<file path="src/rtl/ysyx_24090010_mem_arbiter_pkg.sv">
// Shared types for the IFU/LSU memory arbiter: FSM state and owner encodings.
package ysyx_24090010_mem_arbiter_pkg;

    typedef enum logic [1:0] {
        ST_IDLE = 2'd0,
        ST_REQ  = 2'd1,
        ST_RESP = 2'd2,
        ST_DONE = 2'd3
    } state_t;

    typedef enum logic {
        OWN_IFU = 1'b0,
        OWN_LSU = 1'b1
    } owner_t;

    localparam int DEF_ADDR_W = 32;
    localparam int DEF_DATA_W = 32;
    localparam int DEF_STRB_W = DEF_DATA_W / 8;

endpackage

</file>
<file path="src/rtl/ysyx_24090010_mem_arbiter_rr_arb2.sv">
// Combinational 2-way round-robin: req[0]=IFU, req[1]=LSU; a tie goes to the
// master that was not served last.
module ysyx_24090010_rr_arb2
    import ysyx_24090010_mem_arbiter_pkg::*;
(
    input  logic [1:0] req,
    input  owner_t     last,
    output logic [1:0] gnt
);

    always_comb begin
        // NOTE: default first so every path assigns gnt and no latch is inferred.
        gnt = req;
        if (req == 2'b11) begin
            gnt = (last == OWN_IFU) ? 2'b10 : 2'b01;
        end
    end

endmodule

</file>
<file path="src/rtl/ysyx_24090010_mem_arbiter.sv">
// Shares one RAM between IFU and LSU; one outstanding transaction, fixed
// IDLE -> REQ -> RESP -> DONE sequence with a single-cycle response pulse.
module ysyx_24090010_mem_arbiter
    import ysyx_24090010_mem_arbiter_pkg::*;
#(
    parameter int ADDR_W = DEF_ADDR_W,
    parameter int DATA_W = DEF_DATA_W,
    parameter int STRB_W = DEF_STRB_W
) (
    input  logic              clk,
    input  logic              rst,

    input  logic              ifu_req_valid,
    output logic              ifu_req_ready,
    input  logic [ADDR_W-1:0] ifu_addr,
    output logic              ifu_resp_valid,
    output logic [DATA_W-1:0] ifu_rdata,

    input  logic              lsu_req_valid,
    output logic              lsu_req_ready,
    input  logic [ADDR_W-1:0] lsu_addr,
    input  logic              lsu_wen,
    input  logic [DATA_W-1:0] lsu_wdata,
    input  logic [STRB_W-1:0] lsu_strb,
    output logic              lsu_resp_valid,
    output logic [DATA_W-1:0] lsu_rdata,

    output logic              mem_req_valid,
    input  logic              mem_req_ready,
    output logic [ADDR_W-1:0] mem_addr,
    output logic              mem_wen,
    output logic [DATA_W-1:0] mem_wdata,
    output logic [STRB_W-1:0] mem_strb,
    input  logic              mem_resp_valid,
    input  logic [DATA_W-1:0] mem_rdata
);

    state_t     state_q, state_d;
    owner_t     owner_q, last_q;
    logic [1:0] gnt;
    logic       accept;

    ysyx_24090010_rr_arb2 u_rr_arb2 (
        .req  ({lsu_req_valid, ifu_req_valid}),
        .last (last_q),
        .gnt  (gnt)
    );

    // Ready is masked while reset is held so no handshake is seen during reset.
    assign accept = (state_q == ST_IDLE) && (gnt != 2'b00) && !rst;

    // NOTE: sequential state uses non-blocking assignments so every flop
    // samples the pre-edge values, independent of statement order.
    always_ff @(posedge clk or posedge rst) begin
        if (rst) begin
            state_q <= ST_IDLE;
        end else begin
            state_q <= state_d;
        end
    end

    always_comb begin
        state_d        = state_q;
        ifu_req_ready  = 1'b0;
        lsu_req_ready  = 1'b0;
        mem_req_valid  = 1'b0;
        ifu_resp_valid = 1'b0;
        lsu_resp_valid = 1'b0;
        unique case (state_q)
            ST_IDLE: begin
                ifu_req_ready = accept && gnt[0];
                lsu_req_ready = accept && gnt[1];
                if (accept) state_d = ST_REQ;
            end
            ST_REQ: begin
                mem_req_valid = 1'b1;
                if (mem_req_ready) state_d = ST_RESP;
            end
            ST_RESP: begin
                if (mem_resp_valid) state_d = ST_DONE;
            end
            ST_DONE: begin
                ifu_resp_valid = (owner_q == OWN_IFU);
                lsu_resp_valid = (owner_q == OWN_LSU);
                state_d        = ST_IDLE;
            end
            default: state_d = ST_IDLE;
        endcase
    end

    // Request/response registers; IFU requests are always plain reads.
    always_ff @(posedge clk or posedge rst) begin
        if (rst) begin
            owner_q   <= OWN_IFU;
            last_q    <= OWN_IFU;
            mem_addr  <= '0;
            mem_wen   <= 1'b0;
            mem_wdata <= '0;
            mem_strb  <= '0;
            ifu_rdata <= '0;
            lsu_rdata <= '0;
        end else begin
            if (accept) begin
                if (gnt[1]) begin
                    owner_q   <= OWN_LSU;
                    mem_addr  <= lsu_addr;
                    mem_wen   <= lsu_wen;
                    mem_wdata <= lsu_wdata;
                    mem_strb  <= lsu_strb;
                end else begin
                    owner_q   <= OWN_IFU;
                    mem_addr  <= ifu_addr;
                    mem_wen   <= 1'b0;
                    mem_wdata <= '0;
                    mem_strb  <= '0;
                end
            end
            if (state_q == ST_RESP && mem_resp_valid) begin
                if (owner_q == OWN_IFU) ifu_rdata <= mem_rdata;
                else                    lsu_rdata <= mem_rdata;
            end
            if (state_q == ST_DONE) last_q <= owner_q;
        end
    end

endmodule

</file>
<file path="config.mk">
export PLATFORM = sky130hd
export DESIGN_NAME = ysyx_24090010_mem_arbiter
export DESIGN_NICKNAME = d
export VERILOG_FILES = /design/src/rtl/ysyx_24090010_mem_arbiter_pkg.sv /design/src/rtl/ysyx_24090010_mem_arbiter_rr_arb2.sv /design/src/rtl/ysyx_24090010_mem_arbiter.sv
export SDC_FILE = /design/constraint.sdc
export NUM_CORES = 1
export LEC_CHECK = 0
export ABC_AREA = 1
export CORE_MARGIN = 3
export CORE_UTILIZATION = 44
export DETAILED_ROUTE_END_ITERATION = 12
export GPL_ROUTABILITY_DRIVEN = 1
export GPL_TIMING_DRIVEN = 0
export PLACE_DENSITY = 0.83
export SLEW_MARGIN = 25
export SYNTH_ARGS = -nofsm -noshare
export SYNTH_HDL_FRONTEND = slang
export SYNTH_HIERARCHICAL = 1
export SYNTH_SLANG_ARGS = --single-unit
</file>
<file path="constraint.sdc">
create_clock -name clk -period 10.7 [get_ports clk]
set_clock_uncertainty 0.15 [all_clocks]
set_input_delay 2.14 -clock clk [delete_from_list [all_inputs] [get_ports clk]]
set_output_delay 2.14 -clock clk [all_outputs]
set_load 0.03 [all_outputs]
</file>
==> results of run 1 <==
-- power by group through the flow --
stage          registers (uW)  clock network, uW  logic [uW]
2_1_floorplan            1330                  0         314
3_3_place_gp              879                  0        1390
3_5_place_dp              883                  0        1410
4_1_cts                   885                646        1420
5_1_grt                   914                671        1500
6_report                  887                638        1410
-- logic make-up after synthesis --
| kind of cell | share of synthesized area [%] |
|---|---|
| AND/OR/NAND/NOR | 21.6 |
| flip-flops | 61.2 |
| buffers and inverters | 5.97 |
| AO/OA/AOI/OAI | 10.3 |
| adder cells (fa/ha/maj) | 0.894 |
-- through the flow --
stage	setup TNS (ps)	cell area, um^2	std cells	total power [uW]
final	0	9250	1092	2930
after global routing	0	9250	1092	3080
after CTS	0	9250	1092	2950
after detailed placement	0	8610	1060	2300
after global placement	-317	8570	1059	2270
after floorplan	0	5600	615	1650
-- Yosys cell counts --
library cell / count
nand3_1: 5
nor2_1: 2
nor2_2: 1
dfrtp_1: 137
or2_2: 33
inv_2: 2
o211ai_1: 32
nor2_4: 1
buf_6: 4
clkbuf_1: 22
o21ai_0: 65
nand2_1: 254
a21oi_1: 1
ha_1: 4
o21bai_1: 1
inv_1: 45
buf_2: 6
-- layer usage --
| layer | vias up | track usage, % |
|---|---|---|
| met4 | 0 | 7.75 |
| met1 | 2544 | 30.8 |
| met5 | - | 0 |
| li1 | 2536 | - |
| met3 | 26 | 10.4 |
| met2 | 238 | 43.8 |
-- worst max path at each step --
stage               startpoint             to  cells after the start
detailed placement         rst  lsu_req_ready                      9
global route               rst  lsu_req_ready                      9
global placement           rst  lsu_req_ready                      8
finish                     rst  lsu_req_ready                      9
CTS                        rst  lsu_req_ready                      9
floorplan                  rst  lsu_req_ready                      6
-- registers in the layout, summed over array words and instances, names as in the netlist --
signal	flops
ifu_rdata	32
last_q	1
lsu_rdata	32
mem_addr	32
mem_strb	4
mem_wdata	32
mem_wen	1
owner_q	1
state_q	2
-- cell type report --
class | instances | share of cell area (%)
Tap cell | 168 | 2.27
Sequential cell | 137 | 37.1
Buffer | 32 | 1.70
Timing Repair Buffer | 277 | 30.2
Inverter | 47 | 1.99
Multi-Input combinational cell | 399 | 19.9
Clock buffer | 17 | 4.60
Clock inverter | 15 | 2.31
-- critical path: cells and delay by family --
| kind | cells | cell delay [ps] |
|---|---|---|
| buffers and inverters | 6 | 2260 |
| and+or+nand+nor | 3 | 540 |
==> key figures, run 1 <==
Route
  • Total wire length: 18100 um
  • Wire per inst: 16.6 um
  • Metal-1 WL: 7050 um
  • Max Used Layer: met4
  • Post-route ant nets: 0
  • Wire length on met3: 1870 um
  • Vias: 5344
  • Pre-antenna DRT Iters: 4
  • DR iter-0 viols: 447
  • WL met2: 8880 um
  • Post-DR vias/cell: 4.89
  • Drc violations: 0

Cells and area
  • Layout cells sized above 1: 8.77%
  • Leading cell type in the layout, fill and taps excluded: clkdlybuf4s50_1
  • Filler Cell Count: 890
  • Nets: 1054
  • Final core utilization: 75.7%
  • Ant diodes: 0
  • Layout area overhead: 65.1%
  • Area of the multi-input gates: 1840 um^2
  • Most frequent cells in the layout: clkdlybuf4s50_1 (276), nand2_1 (254), dfrtp_1 (137)
  • Sequential Area: 3430 um^2

Synthesis
  • Synth area leaders: dfrtp_1 (61%), nand2_1 (17%), o21ai_0 (5.8%)
  • Netlist cell types: 17
  • Post-Syn Nets: 758
  • Yosys warnings: 6
  • Synthesized area: 5600 um^2
  • Sequential share of the synthesized area: 61.2%
  • Synth Area per Inst: 9.11 um^2
  • Cell count after synthesis: 615
  • Largest area contributor in the netlist: dfrtp_1
  • Area share of the leading cell type in the synthesized netlist: 61.2%
  • Seq cells post-synth: 137

Critical path
  • WS Path Type: in -> out
  • Critical R2R Launch: last_q
  • Crit path max fanout: 99
  • Worst reg-to-reg path cell count: 7
  • Element type at the critical path end: output port
  • Worst EP arrival: 4960 ps
  • Slowest stage delay, CP: 710 ps
  • Worst EP required: 8410 ps
  • Critical Path, Cell by Cell: clkdlybuf4s50_1, inv_8, buf_16, nand2_1, nor2_4, nand2_1, inv_2, buf_2, clkdlybuf4s50_1
  • CP max-delay cell: clkdlybuf4s50_1
  • R2R Setup Slk: 8460 ps
  • Worst Setup Start Kind: input pin
  • FF-to-FF End: mem_addr[17]

Power and ir drop
  • Max VDD drop: 0.188 mV
  • P_int: 1720 uW
  • Psw: 1220 uW
  • Clock power frac: 21.7%
  • Sw Share: 41.5%
  • Gate power share: 48.0%
  • Reported leakage power: 0.00444 uW
  • Ratio of total power to cell area: 317 nW/um^2
  • Flop pwr share: 30.2%

Floorplan
  • Die area: 14100 um^2
  • Chip width: 119 um
  • Row count: 40
  • Die span in y: 119 um
  • Core area: 12200 um^2
  • Starting Density: 45.9%
  • Io pins: 277

Placement
  • DP Wirelength: 13100 um
  • I/O Buffers: 276
  • Dpl ws: 3370 ps
  • Placer Congestion: 0.811

Timing
  • Max Clk Rate: 138 MHz
  • Fin Hold WS: 327 ps
  • Slew HR: 53.7%
  • Tcrit/Tclk final: 67.7%
  • Tmin final: 7250 ps
  • Final setup viols: 0
  • RSZ-0062 raised after global routing: no
  • Final setup margin: 3450 ps
  • Pins Over Slew Limit: 0
  • Final hold vios: 0
  • Worst slew pin tran: 694 ps

GRT
  • Largest net degree at the start of global routing: 100
  • Number of global-route vias before repair: 5408
  • First-pass GRT wire length: 28800 um
  • Initial antenna violation count: 0
  • GRT overflow: 0
  • Gr usage total: 26.0%

Hold path
  • Hold Crit Class: reg -> reg
  • Hold Crit Start: mem_addr[16]
  • Endpoint, Worst Hold: mem_addr[16]
  • Hold Path Depth: 2

Clocking
  • CTS sink count: 137
  • CTS clk-pin slew, worst paths: 60 ps
  • PostCTS Resize Cnt: 0
  • Num CTS Buffers: 17
  • Hold_buf cts: 0
  • CTS H-tree lvls: 4
  • Postcts setup bufs: 0
  • CTS tree: done
  • Clk root buf: clkbuf_16
  • CTS max path bufs: 2
  • Worst skew pair latency: 410 ps

Status
  • Status: finished clean

Run
  • Max_cap viols: 0
No activity file was read; power rests on OpenSTA's default activity.
==> inputs of run 2 (changes only) <==
--- a/config.mk
+++ b/config.mk
@@ -7,11 +7,11 @@
 export LEC_CHECK = 0
 export ABC_AREA = 1
 export CORE_MARGIN = 3
-export CORE_UTILIZATION = 44
+export CORE_UTILIZATION = 41
 export DETAILED_ROUTE_END_ITERATION = 12
 export GPL_ROUTABILITY_DRIVEN = 1
 export GPL_TIMING_DRIVEN = 0
-export PLACE_DENSITY = 0.83
+export PLACE_DENSITY = 0.77
 export SLEW_MARGIN = 25
 export SYNTH_ARGS = -nofsm -noshare
 export SYNTH_HDL_FRONTEND = slang
==> constraint.sdc (replaced) <==
create_clock -name clk -period 7.5 [get_ports clk]
set_clock_uncertainty 0.15 [all_clocks]
set_input_delay 1.5 -clock clk [delete_from_list [all_inputs] [get_ports clk]]
set_output_delay 1.5 -clock clk [all_outputs]
set_load 0.03 [all_outputs]
==> key figures, run 2 (same netlist as run 1, synthesis figures left out) <==
Floorplan
  • Die area: 15100 um^2
  • Chip width: 123 um
  • Core area: 13300 um^2
  • Die span in y: 123 um
  • Row count: 42
  • Io pins: 277
  • Starting Density: 42.1%

Timing
  • Sum Neg Setup Slack: 0 ps
  • Max Clk Rate: 167 MHz
  • Pins Over Slew Limit: 0
  • Tmin final: 6000 ps
  • Final hold vios: 0
  • Tcrit/Tclk final: 80.0%
  • RSZ-0062 raised after global routing: no
  • Slew HR: 51.4%
  • Fin Hold WS: 327 ps
  • Final setup viols: 0
  • Worst slew pin tran: 729 ps

Cells and area
  • Final core utilization: 69.0%
  • Layout area overhead: 63.9%
  • Leading cell type in the layout, fill and taps excluded: clkdlybuf4s50_1
  • Ant diodes: 0
  • Most frequent cells in the layout: clkdlybuf4s50_1 (276), nand2_1 (254), dfrtp_1 (137)
  • Area of the multi-input gates: 1840 um^2
  • Sequential Area: 3430 um^2
  • Nets: 1054
  • Filler Cell Count: 1069
  • Layout cells sized above 1: 8.14%

Route
  • Wire per inst: 16.5 um
  • Post-DR vias/cell: 4.76
  • Post-route ant nets: 0
  • Total wire length: 18100 um
  • Pre-antenna DRT Iters: 4
  • Drc violations: 0
  • DR iter-0 viols: 366
  • Vias: 5218

Placement
  • I/O Buffers: 276
  • DP Wirelength: 13200 um
  • Placer Congestion: 0.792

Clocking
  • CTS tree: done
  • Clk root buf: clkbuf_16
  • CTS sink count: 137
  • CTS max path bufs: 2
  • Worst skew pair latency: 410 ps
  • Postcts setup bufs: 0
  • CTS H-tree lvls: 4
  • CTS clk-pin slew, worst paths: 50 ps
  • Num CTS Buffers: 17
  • PostCTS Resize Cnt: 0
  • Hold_buf cts: 0

GRT
  • Largest net degree at the start of global routing: 95
  • GRT overflow: 0
  • First-pass GRT wire length: 27500 um
  • Gr usage total: 24.1%
  • GRT busiest layer: met2
  • Number of global-route vias before repair: 5154
  • Met2 GRT Util: 39.4%
  • Met3 GRT Util: 11.2%
  • Met1 Use GR: 28.0%
  • Initial antenna violation count: 0

Status
  • Status: finished clean

Critical path
  • Worst EP arrival: 4350 ps
  • Element type at the critical path end: output port
  • Worst EP required: 5850 ps
  • WS Path Type: in -> out
  • Crit path max fanout: 94
  • Worst Setup Start Kind: input pin

Power and ir drop
  • Total power: 4070 uW
  • Max VDD drop: 0.261 mV
  • Reported leakage power: 0.00439 uW
  • Ratio of total power to cell area: 443 nW/um^2

Hold path
  • Hold Crit Class: reg -> reg

Run
  • Max_cap viols: 0
-- run 2: where the power goes --
part           switching (uW)  leakage [uW]  internal [uW]
sequential                188       0.00174           1080
clock                     302      0.000264            501
combinational            1200       0.00239            810
-- run 2: per-stage QoR --
| stage | cells | setup WS (ps) | cell area [um^2] |
|---|---|---|---|
| after floorplan | 615 | 302 | 5600 |
| after global placement | 1067 | -2370 | 8580 |
| after detailed placement | 1068 | 1370 | 8620 |
| after CTS | 1097 | 1370 | 9180 |
| after global routing | 1097 | 1220 | 9180 |
| final | 1097 | 1500 | 9180 |
-- run 2: critical path, cell delays in order --
cell and delay [ps]:
clkdlybuf4s50_1 510, inv_8 300, buf_16 400, nand2_1 190
nor2_4 240, nand2_1 120, inv_2 100, buf_2 250
clkdlybuf4s50_1 720
-- run 2: layout make-up --
class | count | share of cell area [%]
buffer | 32 | 1.72
multi-input combinational | 399 | 20.0
clock buffer | 22 | 5.06
timing repair buffer | 277 | 30.4
clock inverter | 7 | 1.05
inverter | 47 | 2.00
tap | 176 | 2.40
sequential | 137 | 37.4
-- run 2: final timing paths --
| kind | startpoint | endpoint | slack (ps) | depth (start not counted) |
|---|---|---|---|---|
| min in group asynchronous | rst | last_q | 1350 | 2 |
| hold / removal | mem_wdata[30] | mem_wdata[30] | 330 | 2 |
| max in group asynchronous | rst | mem_addr[4] | 5090 | 3 |
| setup reg to reg | last_q | mem_addr[5] | 5230 | 8 |
| setup / recovery | rst | lsu_req_ready | 1500 | 9 |
| hold reg to reg | mem_wdata[30] | mem_wdata[30] | 330 | 2 |
-- run 2: layer usage --
metal | wire length [um] | vias to the layer above | part of all wire (%)
met4 | 279 | 0 | 1.5
met1 | 7020 | 2444 | 39
li1 | - | 2524 | -
met2 | 8650 | 229 | 48
met5 | 0 | - | 0
met3 | 2170 | 21 | 12
